===== src/rtl/rw_step_sampler.sv =====
// Random-walk step sampler: turns one walker-step request plus LFSR words into a
// restart/move decision and, for a move, the CSR edge address offset + (R1 mod degree).
module rw_step_sampler #(
    parameter int          DEG_W     = 16,
    parameter int          EDGE_AW   = 20,
    parameter int          ID_W      = 8,
    parameter logic [15:0] ALPHA_Q16 = 16'h2666
) (
    input  logic               clk,
    input  logic               reset,
    input  logic [31:0]        rand_in,
    input  logic               req_valid,
    output logic               req_ready,
    input  logic [EDGE_AW-1:0] req_offset,
    input  logic [DEG_W-1:0]   req_degree,
    input  logic [ID_W-1:0]    req_id,
    output logic               resp_valid,
    input  logic               resp_ready,
    output logic               resp_restart,
    output logic               resp_dangling,
    output logic [EDGE_AW-1:0] resp_edge_addr,
    output logic [ID_W-1:0]    resp_id
);

    typedef enum logic [1:0] {
        IDLE   = 2'd0,
        SAMPLE = 2'd1,
        DIV    = 2'd2,
        OUT    = 2'd3
    } state_t;

    state_t r_state;
    state_t w_state_next;

    // Request context, captured on accept and held for the whole transaction
    logic [EDGE_AW-1:0] r_offset;
    logic [DEG_W-1:0]   r_degree;
    logic [ID_W-1:0]    r_id;
    logic               r_restart;

    // Restoring-remainder divider state
    logic [31:0]        r_dividend;
    logic [DEG_W:0]     r_rem;
    logic [4:0]         r_count;

    // Registered response
    logic               r_resp_valid;
    logic               r_resp_restart;
    logic               r_resp_dangling;
    logic [EDGE_AW-1:0] r_resp_edge_addr;
    logic [ID_W-1:0]    r_resp_id;

    logic [DEG_W:0]     w_rem_shift;
    logic [DEG_W:0]     w_rem_step;
    logic [EDGE_AW-1:0] w_move_addr;
    logic               w_degree_zero;

    assign req_ready      = (r_state == IDLE);
    assign resp_valid     = r_resp_valid;
    assign resp_restart   = r_resp_restart;
    assign resp_dangling  = r_resp_dangling;
    assign resp_edge_addr = r_resp_edge_addr;
    assign resp_id        = r_resp_id;

    assign w_degree_zero = (r_degree == '0);

    // The remainder is always below degree, so its top bit is free for the shift-in
    assign w_rem_shift = {r_rem[DEG_W-1:0], r_dividend[31]};
    assign w_rem_step  = (w_rem_shift >= {1'b0, r_degree}) ?
                         (w_rem_shift - {1'b0, r_degree}) : w_rem_shift;
    assign w_move_addr = r_offset + EDGE_AW'(w_rem_step);

    always_ff @(posedge clk) begin
        if (reset) begin
            r_state <= IDLE;
        end else begin
            r_state <= w_state_next;
        end
    end

    always_comb begin
        w_state_next = r_state;
        case (r_state)
            IDLE: begin
                if (req_valid) begin
                    w_state_next = SAMPLE;
                end
            end
            SAMPLE: begin
                if (w_degree_zero || r_restart) begin
                    w_state_next = OUT;
                end else begin
                    w_state_next = DIV;
                end
            end
            DIV: begin
                if (r_count == 5'd31) begin
                    w_state_next = OUT;
                end
            end
            OUT: begin
                if (resp_ready) begin
                    w_state_next = IDLE;
                end
            end
            default: w_state_next = IDLE;
        endcase
    end

    always_ff @(posedge clk) begin
        if (reset) begin
            r_offset         <= '0;
            r_degree         <= '0;
            r_id             <= '0;
            r_restart        <= 1'b0;
            r_dividend       <= '0;
            r_rem            <= '0;
            r_count          <= '0;
            r_resp_valid     <= 1'b0;
            r_resp_restart   <= 1'b0;
            r_resp_dangling  <= 1'b0;
            r_resp_edge_addr <= '0;
            r_resp_id        <= '0;
        end else begin
            case (r_state)
                IDLE: begin
                    if (req_valid) begin
                        r_offset  <= req_offset;
                        r_degree  <= req_degree;
                        r_id      <= req_id;
                        r_restart <= (rand_in[31:16] < ALPHA_Q16);
                    end
                end
                SAMPLE: begin
                    if (w_degree_zero || r_restart) begin
                        // Dangling nodes have no edge to pick, so they must teleport
                        r_resp_valid     <= 1'b1;
                        r_resp_restart   <= 1'b1;
                        r_resp_dangling  <= w_degree_zero;
                        r_resp_edge_addr <= '0;
                        r_resp_id        <= r_id;
                    end else begin
                        // R1 is a fresh word, independent of the one used for the restart draw
                        r_dividend <= rand_in;
                        r_rem      <= '0;
                        r_count    <= '0;
                    end
                end
                DIV: begin
                    r_rem      <= w_rem_step;
                    r_dividend <= {r_dividend[30:0], 1'b0};
                    r_count    <= r_count + 5'd1;
                    if (r_count == 5'd31) begin
                        r_resp_valid     <= 1'b1;
                        r_resp_restart   <= 1'b0;
                        r_resp_dangling  <= 1'b0;
                        r_resp_edge_addr <= w_move_addr;
                        r_resp_id        <= r_id;
                    end
                end
                OUT: begin
                    if (resp_ready) begin
                        r_resp_valid <= 1'b0;
                    end
                end
                default: ;
            endcase
        end
    end

endmodule

===== config.mk =====
export PLATFORM = sky130hd
export DESIGN_NAME = rw_step_sampler
export DESIGN_NICKNAME = d
export VERILOG_FILES = /design/src/rtl/rw_step_sampler.sv
export SDC_FILE = /design/constraint.sdc
export NUM_CORES = 1
export LEC_CHECK = 0
export BUFFER_PORTS_ARGS = -buffer_cell sky130_fd_sc_hd__clkbuf_2
export CAP_MARGIN = 15
export CELL_PAD_IN_SITES_DETAIL_PLACEMENT = 1
export CELL_PAD_IN_SITES_GLOBAL_PLACEMENT = 1
export CORE_ASPECT_RATIO = 1.5
export CORE_MARGIN = 1
export CORE_UTILIZATION = 43
export DETAILED_ROUTE_END_ITERATION = 7
export PLACE_DENSITY_LB_ADDON = 0.1
export SYNTH_ARGS = -nofsm -noshare
export SYNTH_HDL_FRONTEND = slang
export SYNTH_SLANG_ARGS = --single-unit
export TNS_END_PERCENT = 5

===== constraint.sdc =====
create_clock -name clk -period 5.75 [get_ports clk]
set_input_delay 0.2875 -clock clk [delete_from_list [all_inputs] [get_ports clk]]
set_output_delay 0.2875 -clock clk [all_outputs]
set_load 0.01 [all_outputs]

==> results of run 1 <==
## stage by stage
step | cell area, sq um | util, %
global placement | 7760 | 47.9
CTS | 8350 | 51.6
finish | 8350 | 51.6
global route | 8350 | 51.6
floorplan | 7110 | -
detailed placement | 7760 | 47.9
## synthesized netlist by cell type, drive strengths merged (6+ instances only)
master,instances
nor2,66
buf,20
xnor2,18
a31oi,6
a22o,24
nor3,6
ha,41
a21o,18
o21a,6
xor2,12
inv,30
a211oi,36
dfxtp,131
a21oi,82
mux2i,34
clkbuf,21
a22oi,10
mux2,13
o21ai,20
nand2,129
## metal layers
metal / wire length [microns] / GRT usage, % / up-vias
li1: - / - / 3035
met1: 7490 / 24.2 / 2963
met2: 11300 / 48.0 / 111
met3: 623 / 5.03 / 39
met4: 671 / 10.1 / 0
met5: 0 / 0 / -
## logic make-up after synthesis
| group | after synthesis | share of synthesized area [%] |
|---|---|---|
| compound gates | 235 | 24.9 |
| xor+xnor | 30 | 3.69 |
| mux | 47 | 7.06 |
| flops | 131 | 36.9 |
| simple gates | 241 | 15.1 |
| fa+ha+maj | 43 | 7.78 |
| buf+inv | 71 | 4.57 |
## flip-flops by register name, summed over array words and instances, names as in the netlist, 5 cells and up
name / cells
r_rem: 16
r_id: 8
r_count: 5
resp_id: 8
r_dividend: 32
r_degree: 16
resp_edge_addr: 20
r_offset: 20
## path summary, 6_finish.rpt
kind,startpoint,to,cells past startpoint,slack [ns]
worst min-delay path,req_degree[9],r_degree[9]$_SDFFE_PP0P_,3,0.09
worst min register to register,r_dividend[0]$_SDFFE_PP0P_,r_dividend[0]$_SDFFE_PP0P_,2,0.46
worst max-delay path,r_degree[8]$_SDFFE_PP0P_,resp_edge_addr[14]$_SDFFE_PP0P_,17,1.23
worst max register to register,r_degree[8]$_SDFFE_PP0P_,resp_edge_addr[14]$_SDFFE_PP0P_,17,1.23
## area by class of cell
| class | instances | area, sq um |
|---|---|---|
| Sequential cell | 131 | 2620 |
| Tap cell | 206 | 258 |
| Fill cell | 1950 | 7840 |
| Timing Repair Buffer | 116 | 596 |
| Inverter | 30 | 113 |
| Clock inverter | 12 | 158 |
| Clock buffer | 18 | 429 |
| Multi-Input combinational cell | 596 | 4170 |
## worst max-delay path, cell delays in order (launching register included)
cell      delay (ns)
dfxtp_1         0.36
inv_1           0.05
ha_1            0.36
a21oi_1         0.23
o22ai_1         0.14
nand3b_1        0.23
o21ai_2         0.19
nand3_4         0.26
mux2i_1         0.30
ha_1            0.23
inv_1           0.06
fa_1            0.41
o21ai_0         0.39
a31oi_1         0.18
a211oi_1        0.48
a21oi_1         0.16
xnor2_1         0.15
a22o_1          0.20
## cell usage in the layout, fill, tap and decap left out, types with 5 or more instances in the layout
cell type / n
a211oi_1: 5
a211oi_2: 31
a21o_1: 18
a21oi_1: 80
a22o_1: 24
a22oi_1: 10
a31oi_1: 6
and3_1: 5
buf_4: 6
clkbuf_16: 17
clkbuf_2: 110
dfxtp_1: 131
ha_1: 40
inv_1: 30
mux2_2: 9
mux2i_1: 34
nand2_1: 128
nor2_1: 66
o21a_1: 6
o21ai_0: 18
xnor2_1: 18
xor2_1: 12
## where the power goes
part / total, W / switching, W / internal, W
combinational: 0.00308 / 0.00183 / 0.00125
clock: 0.00109 / 0.000413 / 0.000678
sequential: 0.00124 / 0.000133 / 0.00110
total: 0.00541 / 0.00238 / 0.00303
==> impl_metrics.ini, run 1 <==
[status]
outcome = finished, final reports clean

[synthesis]
avgSynthCellArea_sq_um = 8.91
synth_top_area_share_pct = 36.9
yosys_warnings = 0
ys_seq_elements = 131
syn_inst = 798
syn_nets = 921
synth-edff-count = 0
synth_area_leader_cell = dfxtp_1
async_reset_ff_share_pct = 0
synth_cell_types = 67
synthTopCellsByArea = dfxtp_1 37%, ha_1 7.2%, nand2_1 6.8%, a21oi_1 5.6%, a211oi_2 5.5%
synth_area_sq_um = 7110
synth_flop_cell = dfxtp_1
seq_area_frac_synth_pct = 36.9

[global_routing]
grt.overflow.total = 0
grt_first_pass_wirelength_microns = 32900
antenna_found_initial = 0
grt_max_degree = 61
track_usage_pct = 24.5
grt_pass1_vias = 6817

[pwr]
power_density_nw_per_um2 = 648
p_leak_nw = 3.56
finalPower_w = 0.00541
peakVddDrop_uv = 433

[placement]
placed_cells = 1079
place_congestion = 0.897
io_buffers = 111
hpwl_microns = 15100
place_ws_ns = 1.30

[setup_path]
crit_type = reg2reg
worstPathRequired_ns = 6.06
arrival_ns = 4.83
worst_setup_path_start_kind = flip-flop
path_max_fanout = 18
end_kind = flip-flop

[timing]
whs_ns = 0.0880
finalCritPeriodShare_pct = 78.6
finalSetupTns_ns = 0
worst_slack_ns = 1.23
skew_ns = 0.00858
fmax_ghz = 0.221
max-slew-margin-rel_pct = 30.0
setup_viol = 0
grt_setup_unrepaired = no
final_max_slew_viol_count = 0
hold_viol = 0
layout_min_cycle_time_ns = 4.52
max_slew.worst_pin.slew_ns = 1.04

[cts]
cts_buffer_depth = 2
numCtsBuffers = 17
path_clk_slew_ns = 0.06
clockRootBuffer = clkbuf_16
cts_setup_buffers = 0
clock-sinks = 131
cts_tree = yes
cts_resized = 0
h-tree-depth = 4
clock_latency_ns = 0.42
ctsHoldBuffers = 0

[route]
post_drt_wl_per_cell_microns = 18.1
ant_nets = 0
vias = 6148
wl_microns = 20000
drt_iter0_drc = 164
drt_first_pass_iters = 4
drc = 0
vias_per_cell = 5.54

[floorplan]
die_w_microns = 107
io_pins = 112
die_y_microns = 160
start_util_pct = 43.9
num_rows = 57
core_area_sq_um = 16200
dieArea_sq_um = 17100

[worst_hold_path]
hold_class = in2reg

[layout]
drive_gt1_share_pct = 23.0
nNetsFinal = 1015
syn2layout_area_growth_pct = 17.4
antenna_cells = 0
instances_no_fill = 1109

[job]
cap_violations = 0
Power figures use the tool's default switching activity.
==> run 2, diff against run 1 <==
--- a/config.mk
+++ b/config.mk
@@ -11,7 +11,7 @@
 export CELL_PAD_IN_SITES_GLOBAL_PLACEMENT = 1
 export CORE_ASPECT_RATIO = 1.5
 export CORE_MARGIN = 1
-export CORE_UTILIZATION = 43
+export CORE_UTILIZATION = 39
 export DETAILED_ROUTE_END_ITERATION = 7
 export PLACE_DENSITY_LB_ADDON = 0.1
 export SYNTH_ARGS = -nofsm -noshare
==> constraint.sdc (replaced) <==
create_clock -name clk -period 4.02 [get_ports clk]
set_input_delay 0.201 -clock clk [delete_from_list [all_inputs] [get_ports clk]]
set_output_delay 0.201 -clock clk [all_outputs]
set_load 0.01 [all_outputs]
==> run 2 against run 1 <==
The run now ends with design-rule violations, negative setup slack left. Setup slack worse by 1.3 ns. Utilization is 0.42 points lower. Sequential power is 43% higher. First-iteration DRC count is 27% higher. Combinational power is 68% higher. Register-to-register slack worse by 1.3 ns. Largest power group unchanged. Clock power is 49% higher. Sequential share of layout area is 2.7 points lower. Clock skew is 0.0017 ns lower.
==> impl_metrics.ini, run 2 (same netlist as run 1, synthesis figures left out) <==
[layout]
final_core_util_pct = 51.1
drive_gt1_share_pct = 30.2
largest_register = r_dividend
nNetsFinal = 1076
final_common_cell = nand2_1
syn2layout_area_growth_pct = 28.5
antenna_cells = 0
layout.cells.most_common_list = 128 x nand2_1, 126 x dfxtp_1, 110 x clkbuf_2, 76 x a21oi_1, 64 x nor2_1
instances_no_fill = 1180
design_area_sq_um = 9140
largest_reg_flops = 32
fillers = 2138

[setup_path]
path_max_fanout = 3
end_kind = flip-flop
worst_setup_path_start_kind = flip-flop
crit_type = reg2reg
worstPathRequired_ns = 4.33
arrival_ns = 4.37
reg2reg_depth = 17

[timing]
finalSetupTns_ns = -0.0380
finalCritPeriodShare_pct = 101
final_max_slew_viol_count = 0
whs_ns = 0.0146
worst_slack_ns = -0.0380
layout_min_cycle_time_ns = 4.06
fmax_ghz = 0.246
max-slew-margin-rel_pct = 31.2
skew_ns = 0.00686
max_slew.worst_pin.slew_ns = 1.03
setup_viol = 1
grt_setup_unrepaired = yes
hold_viol = 0

[cts]
cts_tree = yes
numCtsBuffers = 17
clock_latency_ns = 0.42
h-tree-depth = 4
path_clk_slew_ns = 0.05
clock-sinks = 131
clockRootBuffer = clkbuf_16
cts_buffer_depth = 2

[global_routing]
grt.overflow.total = 0
grt_first_pass_wirelength_microns = 34700
antenna_found_initial = 0
track_usage_pct = 23.4
grt_max_degree = 79
grt_pass1_vias = 7208

[floorplan]
die_y_microns = 167
die_w_microns = 112
start_util_pct = 39.8
num_rows = 60
dieArea_sq_um = 18800
io_pins = 112
core_area_sq_um = 17900

[pwr]
p_leak_nw = 3.89
power_density_nw_per_um2 = 936
peakVddDrop_uv = 446

[route]
drt-met1-wl_microns = 7710
ant_nets = 0
vias = 6502
wl_microns = 21400
dr.max_layer_used = met4
drc = 3
vias_per_cell = 5.51
dr_wl_met3_microns = 702
drt_iter0_drc = 208
wl_met2_microns = 12200
post_drt_wl_per_cell_microns = 18.1
drt_first_pass_iters = 8

[status]
outcome = finished, violations left
failed_checks = design-rule violations, negative setup slack

[worst_hold_path]
hold_class = in2reg
min_delay_path_depth = 3

[placement]
io_buffers = 111
placed_cells = 1128
hpwl_microns = 15600
placed_area_sq_um = 8070
place_congestion = 0.937

[job]
cap_violations = 0
==> run 2: changes by cell type in the layout (fill, tap and decap cells not counted), moves of 4 or more <==
cell           change
a211oi_2           +4
a211oi_1           -4
ha_1              -10
a21oi_1            -4
dfxtp_2            +5
ha_4              +10
dlygate4sd3_1     +17
dfxtp_1            -5
o21ai_0            -4
buf_4             +42
==> run 2: path summary, 6_finish.rpt <==
kind,endpoint,startpoint,slack [ns]
setup / recovery,resp_edge_addr[18]$_SDFFE_PP0P_,r_dividend[31]$_SDFFE_PP0P_,-0.04
hold / removal,r_offset[14]$_SDFFE_PP0P_,req_offset[14],0.01
setup reg to reg,resp_edge_addr[18]$_SDFFE_PP0P_,r_dividend[31]$_SDFFE_PP0P_,-0.04
hold reg to reg,resp_id[6]$_SDFFE_PP0P_,r_id[6]$_SDFFE_PP0P_,0.45
==> run 2: layout make-up <==
class / count / area [sq um] / share of cell area (%)
Inverter: 30 / 113 / 1.23
Tap cell: 217 / 272 / 2.97
Timing Repair Buffer: 177 / 1100 / 12.1
Sequential cell: 131 / 2630 / 28.8
Clock buffer: 19 / 443 / 4.85
Multi-Input combinational cell: 596 / 4420 / 48.4
Clock inverter: 10 / 160 / 1.75
==> run 2: metal layers <==
metal	vias up	global-route usage (%)
li1	3153	-
met1	3168	22.5
met5	-	0
met3	54	4.60
met2	127	46.7
met4	0	10.7
==> run 2: what timing repair did <==
item,CTS,global route
endpoints found under the hold margin,17,0
hold buffers,17,0
endpoints found under the setup margin,10,10
setup buffers,1,5
resized for setup,10,43
cloned,0,0
pin swaps,1,19
==> run 2: worst max-delay path: stages, from the launching register on <==
cell      delay, ns
dfxtp_2        0.32
inv_2          0.08
ha_4           0.14
inv_2          0.04
fa_2           0.39
a211oi_2       0.26
o211a_1        0.30
o21bai_1       0.11
a21oi_1        0.20
xnor2_1        0.09
mux2_2         0.28
ha_1           0.31
and4_1         0.25
a221o_1        0.38
and3_1         0.18
a221o_1        0.27
xor2_1         0.15
a22o_1         0.19
==> run 2: stage by stage <==
stage               setup slack (ns)  total power [W]
floorplan                     0.0778          0.00523
global placement              0.0236          0.00639
detailed placement            -0.223          0.00654
CTS                         -0.00310          0.00829
global route                  -0.153          0.00916
finish                       -0.0380          0.00855
==> run 2: power by group <==
| group | leakage (nW) | total, W | switching (W) | internal, W |
|---|---|---|---|---|
| registers | 1.07 | 0.00177 | 0.000192 | 0.00158 |
| logic | 2.54 | 0.00516 | 0.00283 | 0.00233 |
| clock network | 0.283 | 0.00162 | 0.000582 | 0.00104 |
==> run 3, diff against run 2 <==
--- a/config.mk
+++ b/config.mk
@@ -5,13 +5,14 @@
 export SDC_FILE = /design/constraint.sdc
 export NUM_CORES = 1
 export LEC_CHECK = 0
+export ABC_AREA = 1
 export BUFFER_PORTS_ARGS = -buffer_cell sky130_fd_sc_hd__clkbuf_2
 export CAP_MARGIN = 15
 export CELL_PAD_IN_SITES_DETAIL_PLACEMENT = 1
 export CELL_PAD_IN_SITES_GLOBAL_PLACEMENT = 1
 export CORE_ASPECT_RATIO = 1.5
 export CORE_MARGIN = 1
-export CORE_UTILIZATION = 39
+export CORE_UTILIZATION = 37
 export DETAILED_ROUTE_END_ITERATION = 7
 export PLACE_DENSITY_LB_ADDON = 0.1
 export SYNTH_ARGS = -nofsm -noshare
==> run 3 against run 2 <==
The flow now finishes without violations. Hold slack improved by 0.0050 ns. Global-route usage shrank 0.23 points. Register-to-register slack better by 0.43 ns. Clock-buffer cell count is 1 lower. Cell count grew 26%. Via count increased by 15%. Clock skew rose by 0.0027 ns. Die area grew 12%. Sequential cell count stayed put. First-iteration DRC count rose by 24%. Highest routed layer unchanged.
==> impl_metrics.ini, run 3 <==
[status]
outcome = finished, final reports clean

[layout]
largest_register = r_dividend
layout.cells.most_common_list = 284 x nand2_1, 131 x dfxtp_1, 113 x nor2_1, 111 x clkbuf_2, 103 x inv_1
nNetsFinal = 1334
final_common_cell = nand2_1
design_area_sq_um = 8910
syn2layout_area_growth_pct = 17.4
antenna_cells = 0
largest_reg_flops = 32
drive_gt1_share_pct = 15.8

[synthesis]
synthTopCellsByArea = dfxtp_1 35%, nand2_1 14%, ha_1 6.8%, a21oi_1 6.3%, o21ai_0 6.1%
synth_most_common_cell = nand2_1
ys_seq_elements = 131
synth-edff-count = 0
async_reset_ff_share_pct = 0
seq_area_frac_synth_pct = 34.5
synth_area_leader_cell = dfxtp_1
yosys_warnings = 0
syn_nets = 1241
syn_inst = 1118
synth_cell_types = 42
synth_top_area_share_pct = 34.5
synth_flop_cell = dfxtp_1
synth_common_cells = 285 x nand2_1, 131 x dfxtp_1, 113 x nor2_1, 104 x inv_1, 95 x a21oi_1
synth_area_sq_um = 7590
avgSynthCellArea_sq_um = 6.79

[timing]
fmax_ghz = 0.275
grt_setup_unrepaired = no
whs_ns = 0.0196
hold_viol = 0
skew_ns = 0.00958
layout_min_cycle_time_ns = 3.63
worst_slack_ns = 0.388
finalCritPeriodShare_pct = 90.3
final_max_slew_viol_count = 0
max_slew.worst_pin.slew_ns = 0.909
finalSetupTns_ns = 0
max-slew-margin-rel_pct = 39.0
setup_viol = 0

[floorplan]
dieArea_sq_um = 21100
die_w_microns = 119
num_rows = 63
io_pins = 112
core_area_sq_um = 19900
die_y_microns = 177
start_util_pct = 38.1

[global_routing]
grt_pass1_vias = 7912
grt_first_pass_wirelength_microns = 38600
grt_max_degree = 69
grt.overflow.total = 0
antenna_found_initial = 0
track_usage_pct = 23.2

[setup_path]
worst-path-stages = 26
cpLargestDelayFamily = simple AND/OR/NAND/NOR gates
worstPathRequired_ns = 4.37
cp_common_cell = nand2_1
path_buf_inv = 5
path_max_fanout = 17
reg2reg_depth = 26
crit_type = reg2reg
cp_slowest_stage_delay_ns = 0.40
r2r_end = resp_edge_addr[12]$_SDFFE_PP0P_
reg2reg_slack_ns = 0.39
arrival_ns = 3.98
worst_setup_path_start_kind = flip-flop
cp_slowest_cell = fa_1
end_kind = flip-flop
r2r_start = r_degree[8]$_SDFFE_PP0P_

[cts]
cts_resized = 0
cts_tree = yes
clockRootBuffer = clkbuf_16
path_clk_slew_ns = 0.07
ctsHoldBuffers = 0
clock-sinks = 131
clock_latency_ns = 0.42
h-tree-depth = 4
cts_setup_buffers = 0
numCtsBuffers = 17
cts_buffer_depth = 2

[placement]
placed_area_sq_um = 8290
place_congestion = 0.887
io_buffers = 111
place_ws_ns = 0.271
hpwl_microns = 17500

[route]
vias = 7463
drc = 0
wl_microns = 23200
ant_nets = 0
drt_iter0_drc = 258
vias_per_cell = 5.03
post_drt_wl_per_cell_microns = 15.6
drt_first_pass_iters = 4

[worst_hold_path]
worst_hold_path.endpoint = r_dividend[14]$_SDFFE_PP0P_
min_delay_path_depth = 3
hp-start = rand_in[14]
hold_class = in2reg

[job]
cap_violations = 0
-- run 3: changes by cell type after synthesis, moves of 34 or more --
cell / delta
nand2_1: +157
o21ai_0: +75
inv_1: +74
nand3_1: +55
nor2_1: +47
mux2i_1: -34
-- run 3: layout make-up --
cell class | instances | area [sq um]
clock buffers | 18 | 439
flip-flops and latches | 131 | 2620
well taps | 260 | 325
fillers | 2677 | 11000
multi-input cells | 830 | 4310
clock inverters | 14 | 165
inverters | 111 | 417
repair buffers | 120 | 636
-- run 3: how the worst max path moves through the flow --
stage	start	end	slack, ns
after floorplan	r_degree[15]$_SDFFE_PP0P_	resp_edge_addr[12]$_SDFFE_PP0P_	0.94
after global placement	r_degree[15]$_SDFFE_PP0P_	resp_edge_addr[16]$_SDFFE_PP0P_	0.36
after detailed placement	r_degree[15]$_SDFFE_PP0P_	resp_edge_addr[12]$_SDFFE_PP0P_	0.27
after CTS	r_degree[15]$_SDFFE_PP0P_	resp_edge_addr[12]$_SDFFE_PP0P_	0.25
after global routing	r_degree[9]$_SDFFE_PP0P_	resp_edge_addr[19]$_SDFFE_PP0P_	0.006
final	r_degree[8]$_SDFFE_PP0P_	resp_edge_addr[12]$_SDFFE_PP0P_	0.39
-- run 3: per-layer routing --
layer | vias to the layer above | track usage [%] | share of wire (%)
met1 | 3479 | 25.0 | 42
met3 | 31 | 3.70 | 2.5
met4 | 0 | 7.65 | 2.1
met5 | - | 0 | 0
met2 | 107 | 45.2 | 54
li1 | 3846 | - | -
-- run 3: metrics by stage --
| step | util [%] | instances |
|---|---|---|
| floorplan | - | 1118 |
| global placement | 41.6 | 1449 |
| detailed placement | 41.6 | 1449 |
| CTS | 44.6 | 1481 |
| global route | 44.7 | 1484 |
| finish | 44.7 | 1484 |
-- run 3: tightest hold or removal path, cell delays in order --
cell and delay (ns):
clkbuf_2 0.08, nand2_1 0.05, a31oi_1 0.07
-- run 3: logic make-up after synthesis --
logic type | count (synthesis) | synth area share, %
adder cells (fa/ha/maj) | 43 | 7.28
XOR/XNOR | 12 | 1.38
AND/OR/NAND/NOR | 544 | 32.0
buffers and inverters | 157 | 8.73
flip-flops | 131 | 34.5
AO/OA/AOI/OAI | 231 | 16.1
Power of run 3 is left out: the tool's default activity adds up to more than one toggle a clock period on the data nets, which glitch-free logic cannot reach.
